**src/rtl/mux4to1_reg_pkg.sv**
```systemverilog
// Shared constants for the store-data 4:1 selector: select encodings and
// the default data width.
package mux4to1_reg_pkg;

    localparam int DEFAULT_WIDTH = 32;

    typedef logic [1:0] sel_t;

    localparam sel_t SEL_A = 2'b00;
    localparam sel_t SEL_B = 2'b01;
    localparam sel_t SEL_C = 2'b10;
    localparam sel_t SEL_D = 2'b11;

endpackage : mux4to1_reg_pkg

```
**src/rtl/mux4_comb.sv**
```systemverilog
// Parameterised combinational 4:1 word selector. Pure mux, no state.
module mux4_comb
    import mux4to1_reg_pkg::*;
#(
    parameter int WIDTH = DEFAULT_WIDTH
) (
    input  logic [WIDTH-1:0] data_A,
    input  logic [WIDTH-1:0] data_B,
    input  logic [WIDTH-1:0] data_C,
    input  logic [WIDTH-1:0] data_D,
    input  logic [1:0]       sel,
    output logic [WIDTH-1:0] data_out
);

    // Select one of four candidates. The default arm is unreachable for a
    // known select, so synthesis reduces it to data_A. In a four-state
    // simulator (^sel ^ ^sel) is X for an unknown select, which turns every
    // output bit to X instead of silently returning data_A.
    always_comb begin
        data_out = data_A;
        case (sel)
            SEL_A:   data_out = data_A;
            SEL_B:   data_out = data_B;
            SEL_C:   data_out = data_C;
            SEL_D:   data_out = data_D;
            default: data_out = data_A ^ {WIDTH{(^sel) ^ (^sel)}};
        endcase
    end

endmodule : mux4_comb

```
**src/rtl/mux4to1_reg.sv**
```systemverilog
// Store-data 4:1 selector: combinational output plus a one-stage capture
// register (word, select and valid flag) for pipelined consumers.
module mux4to1_reg
    import mux4to1_reg_pkg::*;
#(
    parameter int               WIDTH       = DEFAULT_WIDTH,
    parameter logic [WIDTH-1:0] RESET_VALUE = '0
) (
    input  logic             clk,
    input  logic             rst,
    input  logic [WIDTH-1:0] data_A,
    input  logic [WIDTH-1:0] data_B,
    input  logic [WIDTH-1:0] data_C,
    input  logic [WIDTH-1:0] data_D,
    input  logic [1:0]       sel,
    input  logic             en,
    output logic [WIDTH-1:0] data_out,
    output logic [WIDTH-1:0] data_out_q,
    output logic             valid_q,
    output logic [1:0]       sel_q
);

    logic [WIDTH-1:0] data_q_reg;
    logic [1:0]       sel_q_reg;
    logic             valid_q_reg;

    mux4_comb #(
        .WIDTH (WIDTH)
    ) u_mux (
        .data_A   (data_A),
        .data_B   (data_B),
        .data_C   (data_C),
        .data_D   (data_D),
        .sel      (sel),
        .data_out (data_out)
    );

    // Capture the selected word when enabled; valid pulses only on cycles
    // that actually captured, while word and select hold otherwise.
    always_ff @(posedge clk) begin
        if (rst) begin
            data_q_reg  <= RESET_VALUE;
            sel_q_reg   <= SEL_A;
            valid_q_reg <= 1'b0;
        end else if (en) begin
            data_q_reg  <= data_out;
            sel_q_reg   <= sel;
            valid_q_reg <= 1'b1;
        end else begin
            valid_q_reg <= 1'b0;
        end
    end

    assign data_out_q = data_q_reg;
    assign sel_q      = sel_q_reg;
    assign valid_q    = valid_q_reg;

endmodule : mux4to1_reg

```
**config.mk**
```make
export PLATFORM = sky130hd
export DESIGN_NAME = mux4to1_reg
export DESIGN_NICKNAME = d
export VERILOG_FILES = /design/src/rtl/mux4to1_reg_pkg.sv /design/src/rtl/mux4_comb.sv /design/src/rtl/mux4to1_reg.sv
export SDC_FILE = /design/constraint.sdc
export NUM_CORES = 1
export LEC_CHECK = 0
export CELL_PAD_IN_SITES_DETAIL_PLACEMENT = 1
export CELL_PAD_IN_SITES_GLOBAL_PLACEMENT = 1
export CORE_MARGIN = 10
export CORE_UTILIZATION = 23
export DETAILED_ROUTE_END_ITERATION = 6
export PLACE_DENSITY = 0.85
export SLEW_MARGIN = 15
export SYNTH_ARGS = -nofsm -noshare
export SYNTH_HDL_FRONTEND = slang
export SYNTH_HIERARCHICAL = 1
export SYNTH_SLANG_ARGS = --single-unit
export TNS_END_PERCENT = 5
```
**constraint.sdc**
```tcl
create_clock -name clk -period 3.9 [get_ports clk]
set_clock_uncertainty 0.15 [all_clocks]
set_input_delay 1.17 -clock clk [delete_from_list [all_inputs] [get_ports clk]]
set_output_delay 1.17 -clock clk [all_outputs]
set_load 0.01 [all_outputs]
```
==> metrics.md, run 1 <==
| Metric | Value |
|---|---|
| Antenna-violating nets left | 0 |
| Crit path buf inv count | 2 |
| Floorplan row count | 34 |
| First-pass GRT wire length | between 10 and 15 mm |
| Metal3 WL | about 730 um |
| Leak | between 1.5 and 2 nW |
| Final hold violations | 0 |
| Die height | around 120 um |
| Synth top area cells | dfxtp_1, mux4_2, mux2i_1 |
| Largest area contributor in the netlist | dfxtp_1 |
| Vias per std cell | about 4.6 |
| CTS Sinks | 35 |
| R2R depth | 2 |
| Worst Path Max Fanout | 2 |
| Initial antenna violation count | 0 |
| Final period util | 0.9610 |
| Core area | 8763 um^2 |
| Die width | roughly 120 um |
| CTS Root Cell | clkbuf_8 |
| GRT overflow | 0 |
| Design area | between 4000 and 5000 um^2 |
| Synth Net Count | approximately 280 |
| Worst Setup EP | data_out[28] |
| Pwr/cell area | around 270 nW/um^2 |
| Slew headroom | 0.5828 |
| Mean Syn Cell Area | 13.76 um^2 |
| Worst setup margin | roughly 0.15 ns |
| Multi-input logic area | around 1200 um^2 |
| GP Congestion | ~0.74 |
| Post-Route M1 WL | between 3 and 4 mm |
| H-Tree Depth | 2 |
| R2R Setup Slk | 3.10 ns |
| Vias in the first global route | approximately 2500 |
| RSZ-0062 raised after global routing | no |
| Total GRT Usage | 0.1470 |
| Cells after synthesis | about 150 |
| Io pins | 200 |
| WL final | 10.28 mm |
| Reg-to-Reg Start | data_out_q[5]$_SDFFE_PP0P_ |
| Startpoint types | input pin |
| Worst slew pin tran | approximately 0.63 ns |
| CP Cell Sequence | clkdlybuf4s50_1 -> mux4_1 -> dlygate4sd2_1 |
| Reg-to-Reg End | data_out_q[5]$_SDFFE_PP0P_ |
| Worst skew pair latency | 0.28 ns |
| Post-synthesis cell area | between 2000 and 2500 um^2 |
| Post-DP HPWL | 8.673 mm |
| CP delay by family, top | buffers and inverters |
| Post-synth cell types | 10 |
| #FFs+latches synth | 35 |
| Share of cells above drive strength 1 | 0.1653 |
| Initial DRT Pass Iterations | 4 |
| Final setup fails | 0 |
| Metal2 WL | around 5.8 mm |
| Setup CP Type | in2out |
| Max-slew violations | 0 |
| DRC Markers | 0 |
| Total Die Area | 13240 um^2 |
| Diodes inserted | 0 |
| Worst vdd ir | approximately 0.11 mV |
| Max reg flops | 32 |
| Largest net degree at the start of global routing | 36 |
| Inserted Clock Buffers | 5 |
| Starting Density | 0.2372 |
| Via count | about 2200 |
| Initial drt markers | 38 |
| CTS clk-pin slew, worst paths | roughly 0.070 ns |
| Worst EP arrival | approximately 2.4 ns |
| Share of Yosys cell area claimed by the top area cell type | 0.3371 |
| Bufs on Longest Clock Path | 2 |
| Final Critical Period | around 3.7 ns |
| Fmax | 266.8 MHz |
| Area grow syn2layout | 108.8% |
| WL/cell | around 22 um |
| Post-place setup slack | -0.2341 ns |
| Port bufs | slightly below 200 |
| Slowest-stage cell, CP | mux4_1 |
| Placed Instance Area | approximately 4200 um^2 |
| Top Layer Used | met4 |
| YS warnings | 6 |
| Slowest cell delay on critical path | approximately 0.52 ns |
| Sequential Area | between 700 and 800 um^2 |
| Crit path capture type | primary output |
| CP startpoint | data_B[28] |
| Req. time, crit path | roughly 2.6 ns |
| Hold crit path type | reg2reg |
| CTS tree | built |
| Sequential share of the synthesized area | 0.3371 |
| Instance count on the critical path | 3 |
| Outcome | completed |
| Nets | between 400 and 500 |
| Setup bufs post-CTS | 0 |
| Fillers | 955 |
| Max-cap violations | 0 |
-- worst min-delay path by stage --
stage	cells past startpoint	to	startpoint
detailed placement	2	data_out_q[31]$_SDFFE_PP0P_	data_out_q[31]$_SDFFE_PP0P_
floorplan	2	data_out_q[0]$_SDFFE_PP0P_	data_out_q[0]$_SDFFE_PP0P_
CTS	2	data_out_q[8]$_SDFFE_PP0P_	data_out_q[8]$_SDFFE_PP0P_
global route	2	data_out_q[2]$_SDFFE_PP0P_	data_out_q[2]$_SDFFE_PP0P_
global placement	2	data_out_q[15]$_SDFFE_PP0P_	data_out_q[15]$_SDFFE_PP0P_
finish	2	data_out_q[2]$_SDFFE_PP0P_	data_out_q[2]$_SDFFE_PP0P_
-- metrics by stage --
step / utilization / TNS, ns / std cells / power, mW / hold WS, ns
3_3_place_gp: 0.4816 / -6.143 / 463 / 0.8697 / 0.3214
4_1_cts: 0.4921 / 0 / 471 / 1.219 / 0.3550
2_1_floorplan: - / 0 / 151 / 0.5821 / 0.3812
6_report: 0.4953 / 0 / 471 / 1.190 / 0.3437
5_1_grt: 0.4953 / 0 / 471 / 1.256 / 0.3695
3_5_place_dp: 0.4816 / -6.636 / 463 / 0.8844 / 0.3349
-- where the power goes --
part | internal, mW | switching (mW)
Combinational | 0.294 | 0.156
Sequential | 0.385 | 0.0132
Clock | 0.207 | 0.135
-- kinds of logic (layout without fill, tap and decap cells) --
family / after synthesis / count (layout) / share of synthesized area
DFF: 35 / 35 / 0.3371
buffers and inverters: 15 / 227 / 0.08429
and+or+nand+nor: 35 / 35 / 0.06442
muxes: 66 / 66 / 0.5142
-- layer usage --
metal / global-route usage / vias to the layer above
li1: - / 996
met1: 0.1408 / 1052
met2: 0.2875 / 95
met3: 0.04479 / 15
met4: 0.04950 / 0
met5: 0 / -
-- cell usage in the layout, fill, tap and decap left out --
cell type / instances
nor2b_1: 1
nor2_1: 34
clkinv_2: 1
mux2i_1: 34
dlymetal6s2s_1: 11
buf_12: 4
buf_2: 1
dfxtp_1: 35
clkdlybuf4s50_1: 164
buf_4: 17
mux4_1: 2
mux4_2: 30
clkbuf_8: 6
dlygate4sd2_1: 22
bufinv_16: 1
-- area by class of cell --
class / instances / area share
sequential: 35 / 0.1614
clock buffer: 6 / 0.01903
timing repair buffer: 219 / 0.5033
tap: 108 / 0.03113
multi-input combinational: 101 / 0.2770
clock inverter: 2 / 0.008071
-- worst min-delay path, cell delays in order, from the launching register on --
cell and delay [ns]:
dfxtp_1 0.32, mux2i_1 0.06, nor2_1 0.07
-- cell usage after synthesis --
| library cell | count |
|---|---|
| nor2b_1 | 1 |
| dfxtp_1 | 35 |
| mux4_2 | 30 |
| buf_2 | 5 |
| mux2i_1 | 34 |
| buf_6 | 2 |
| clkbuf_1 | 2 |
| mux4_1 | 2 |
| buf_12 | 6 |
| nor2_1 | 34 |
-- timing repair --
item	CTS	global route
gates resized for setup	23	11
hold buffers	0	0
hold endpoints to repair	0	0
endpoints found under the setup margin	32	11
Power figures use the tool's default switching activity.
==> inputs of run 2 (changes only) <==
--- a/config.mk
+++ b/config.mk
@@ -7,7 +7,6 @@
 export LEC_CHECK = 0
 export CELL_PAD_IN_SITES_DETAIL_PLACEMENT = 1
 export CELL_PAD_IN_SITES_GLOBAL_PLACEMENT = 1
-export CORE_MARGIN = 10
 export CORE_UTILIZATION = 23
 export DETAILED_ROUTE_END_ITERATION = 6
 export PLACE_DENSITY = 0.85
==> metrics.md, run 2 (same netlist as run 1, synthesis figures left out) <==
| Metric | Value |
|---|---|
| Outcome | completed |
| Max-cap violations | 0 (unchanged) |
| Worst EP arrival | 2.55 ns (+0.12 ns) |
| Port bufs | 199 (unchanged) |
| Inst Count DP | 455 (-1.7%) |
| Total GRT Usage | 0.1659 (+0.01889) |
| Hold crit path type | reg2reg |
| RSZ-0062 raised after global routing | no |
| H-Tree Depth | 2 (unchanged) |
| Clock Power Share | 0.222 (-0.066) |
| Total Die Area | 9420 um^2 (-29%) |
| Initial drt markers | 35 (-7.9%) |
| Antenna-violating nets left | 0 (unchanged) |
| Setup CP Type | in2out |
| Diodes inserted | 0 (unchanged) |
| Met3 Resource Use GR | 0.04388 (-0.0009068) |
| CTS clk-pin slew, worst paths | 0.07 ns (about the same) |
| Inserted Clock Buffers | 5 (unchanged) |
| Die width | 97.06 um (-16%) |
| Via count | 2114 (-2.0%) |
| Vias per std cell | 4.586 (about the same) |
| Req. time, crit path | 2.58 ns (about the same) |
| Pwr/cell area | 252.0 nW/um^2 (-8.1%) |
| Final std cells w/o fill | 461 (-2.1%) |
| CTS Sinks | 35 (unchanged) |
| GRT Max-Usage Layer | met2 |
| Crit-path most repeated cell | clkdlybuf4s50_1 |
| Comb power frac | 0.404 (+0.026) |
| GP Congestion | 0.6717 (-9.5%) |
| Startpoint types | input pin |
| Floorplan row count | 34 (unchanged) |
| Die height | 97.06 um (-16%) |
| Most frequent cells in the layout | clkdlybuf4s50_1, dfxtp_1, mux2i_1, nor2_1, mux4_2 |
| WL/cell | 17.02 um (-22%) |
| Net Sw Power | 0.2769 mW (-9.1%) |
| Final period util | 0.9918 (+0.03078) |
| Met2 Track Usage GR | 0.3267 (+0.03911) |
| Area grow syn2layout | 104.4% |
| Post-place setup slack | -0.03059 ns (+0.2035 ns) |
| Starting Density | 0.2383 (+0.001157) |
| Slew headroom | 0.6380 (+0.05518) |
| Sequential Power Share | 0.373 (+0.039) |
| Worst skew pair latency | 0.27 ns (about the same) |
| R2R Setup Slk | 3.11 ns (about the same) |
| Setup bufs post-CTS | 0 (unchanged) |
| CTS Root Cell | clkbuf_8 |
| Post-DP HPWL | 6.378 mm (-26%) |
| Worst setup margin | 0.03209 ns (-0.1201 ns) |
| Hold Buf Count CTS | 0 (unchanged) |
| Most common cell after layout, fill and taps aside | clkdlybuf4s50_1 |
| Placed Instance Area | 4143 um^2 (-1.8%) |
| Vias in the first global route | 2408 (-4.4%) |
| Final hold violations | 0 (unchanged) |
| First-pass GRT wire length | 12.47 mm (-17%) |
| Final setup fails | 0 (unchanged) |
| Share of cells above drive strength 1 | 0.1416 (-0.02365) |
| GR met1 Demand/Resource | 0.1717 (+0.03084) |
| Leak | 1.831 nW (-0.45%) |
| GRT overflow | 0 (unchanged) |
| WL final | 7.848 mm (-24%) |
| DRC Markers | 0 (unchanged) |
| Initial DRT Pass Iterations | 4 (unchanged) |
| Worst vdd ir | 0.1019 mV (-9.2%) |
| Design area | 4248 um^2 (-2.1%) |
| Core area | 8721 um^2 (-0.49%) |
| Final Power | 1.071 mW (-10%) |
| Largest net degree at the start of global routing | 36 (unchanged) |
| Bufs on Longest Clock Path | 2 (unchanged) |
| CTS tree | built |
| Nets | 487 (-1.6%) |
| Slowest cell delay on critical path | 0.50 ns (-0.02 ns) |
| Initial antenna violation count | 0 (unchanged) |
| Max-slew violations | 0 (unchanged) |
| Worst slew pin tran | 0.5430 ns (-0.08276 ns) |
| Fmax | 258.5 MHz (-3.1%) |
| Crit path capture type | primary output |
| Io pins | 200 (unchanged) |
| Final Critical Period | 3.868 ns (+0.1201 ns) |
| Max reg flops | 32 (unchanged) |
| Setup TNS Final | 0 ns (unchanged) |
| Slowest-stage cell, CP | clkdlybuf4s50_1 |
| Int Pwr | 0.7937 mW (-10%) |
| Worst Path Max Fanout | 2 (unchanged) |
| CP Cell Sequence | clkdlybuf4s50_1 -> mux4_2 -> clkdlybuf4s50_1 |
| Sw Ratio | 0.2586 (+0.002825) |
[run 2: cell count changes in the layout (fill, tap and decap cells not counted), sizes merged]
cell,change
buf,-7
bufinv,-1
clkdlybuf4s50,+1
clkinv,-1
dlygate4sd2,-10
dlymetal6s2s,+8
[run 2: cell type report]
| class | count | area (um^2) |
|---|---|---|
| clock buffers | 6 | 72.57 |
| repair buffers | 211 | 2137 |
| fillers | 956 | 4473 |
| flip-flops and latches | 35 | 700.7 |
| multi-input cells | 101 | 1202 |
| well taps | 108 | 135.1 |
[run 2: power groups by stage]
stage | Clock, mW | Sequential [mW] | Combinational, mW
6_report | 0.238 | 0.400 | 0.433
3_5_place_dp | 0 | 0.407 | 0.455
3_3_place_gp | 0 | 0.405 | 0.445
2_1_floorplan | 0 | 0.418 | 0.164
4_1_cts | 0.254 | 0.400 | 0.447
5_1_grt | 0.268 | 0.403 | 0.462
[run 2: timing repair]
item | CTS | global route
pin swaps | 0 | 0
endpoints found under the setup margin | 12 | 19
resized for setup | 12 | 19
gates cloned | 0 | 0
[run 2: metrics by stage]
| stage | hold WS [ns] | util |
|---|---|---|
| 2_1_floorplan | 0.3812 | - |
| 3_3_place_gp | 0.3223 | 0.4750 |
| 3_5_place_dp | 0.3346 | 0.4750 |
| 4_1_cts | 0.3553 | 0.4816 |
| 5_1_grt | 0.3721 | 0.4871 |
| 6_report | 0.3432 | 0.4871 |
[run 2: final timing paths]
check	start	endpoint	cells past startpoint
worst max-delay path	data_B[20]	data_out[20]	3
worst min-delay path	data_out_q[17]$_SDFFE_PP0P_	data_out_q[17]$_SDFFE_PP0P_	2
worst max register to register	data_out_q[23]$_SDFFE_PP0P_	data_out_q[23]$_SDFFE_PP0P_	2
worst min register to register	data_out_q[17]$_SDFFE_PP0P_	data_out_q[17]$_SDFFE_PP0P_	2
[run 2: worst max-delay path, delay by kind of cell]
family	cells	cell delay, ns
buffers and inverters	2	0.91
multiplexers	1	0.47
[run 2: layer usage]
layer / up-vias / wire, um
li1: 977 / -
met1: 1037 / 2913
met2: 92 / 4321
met3: 8 / 521
met4: 0 / 91
met5: - / 0
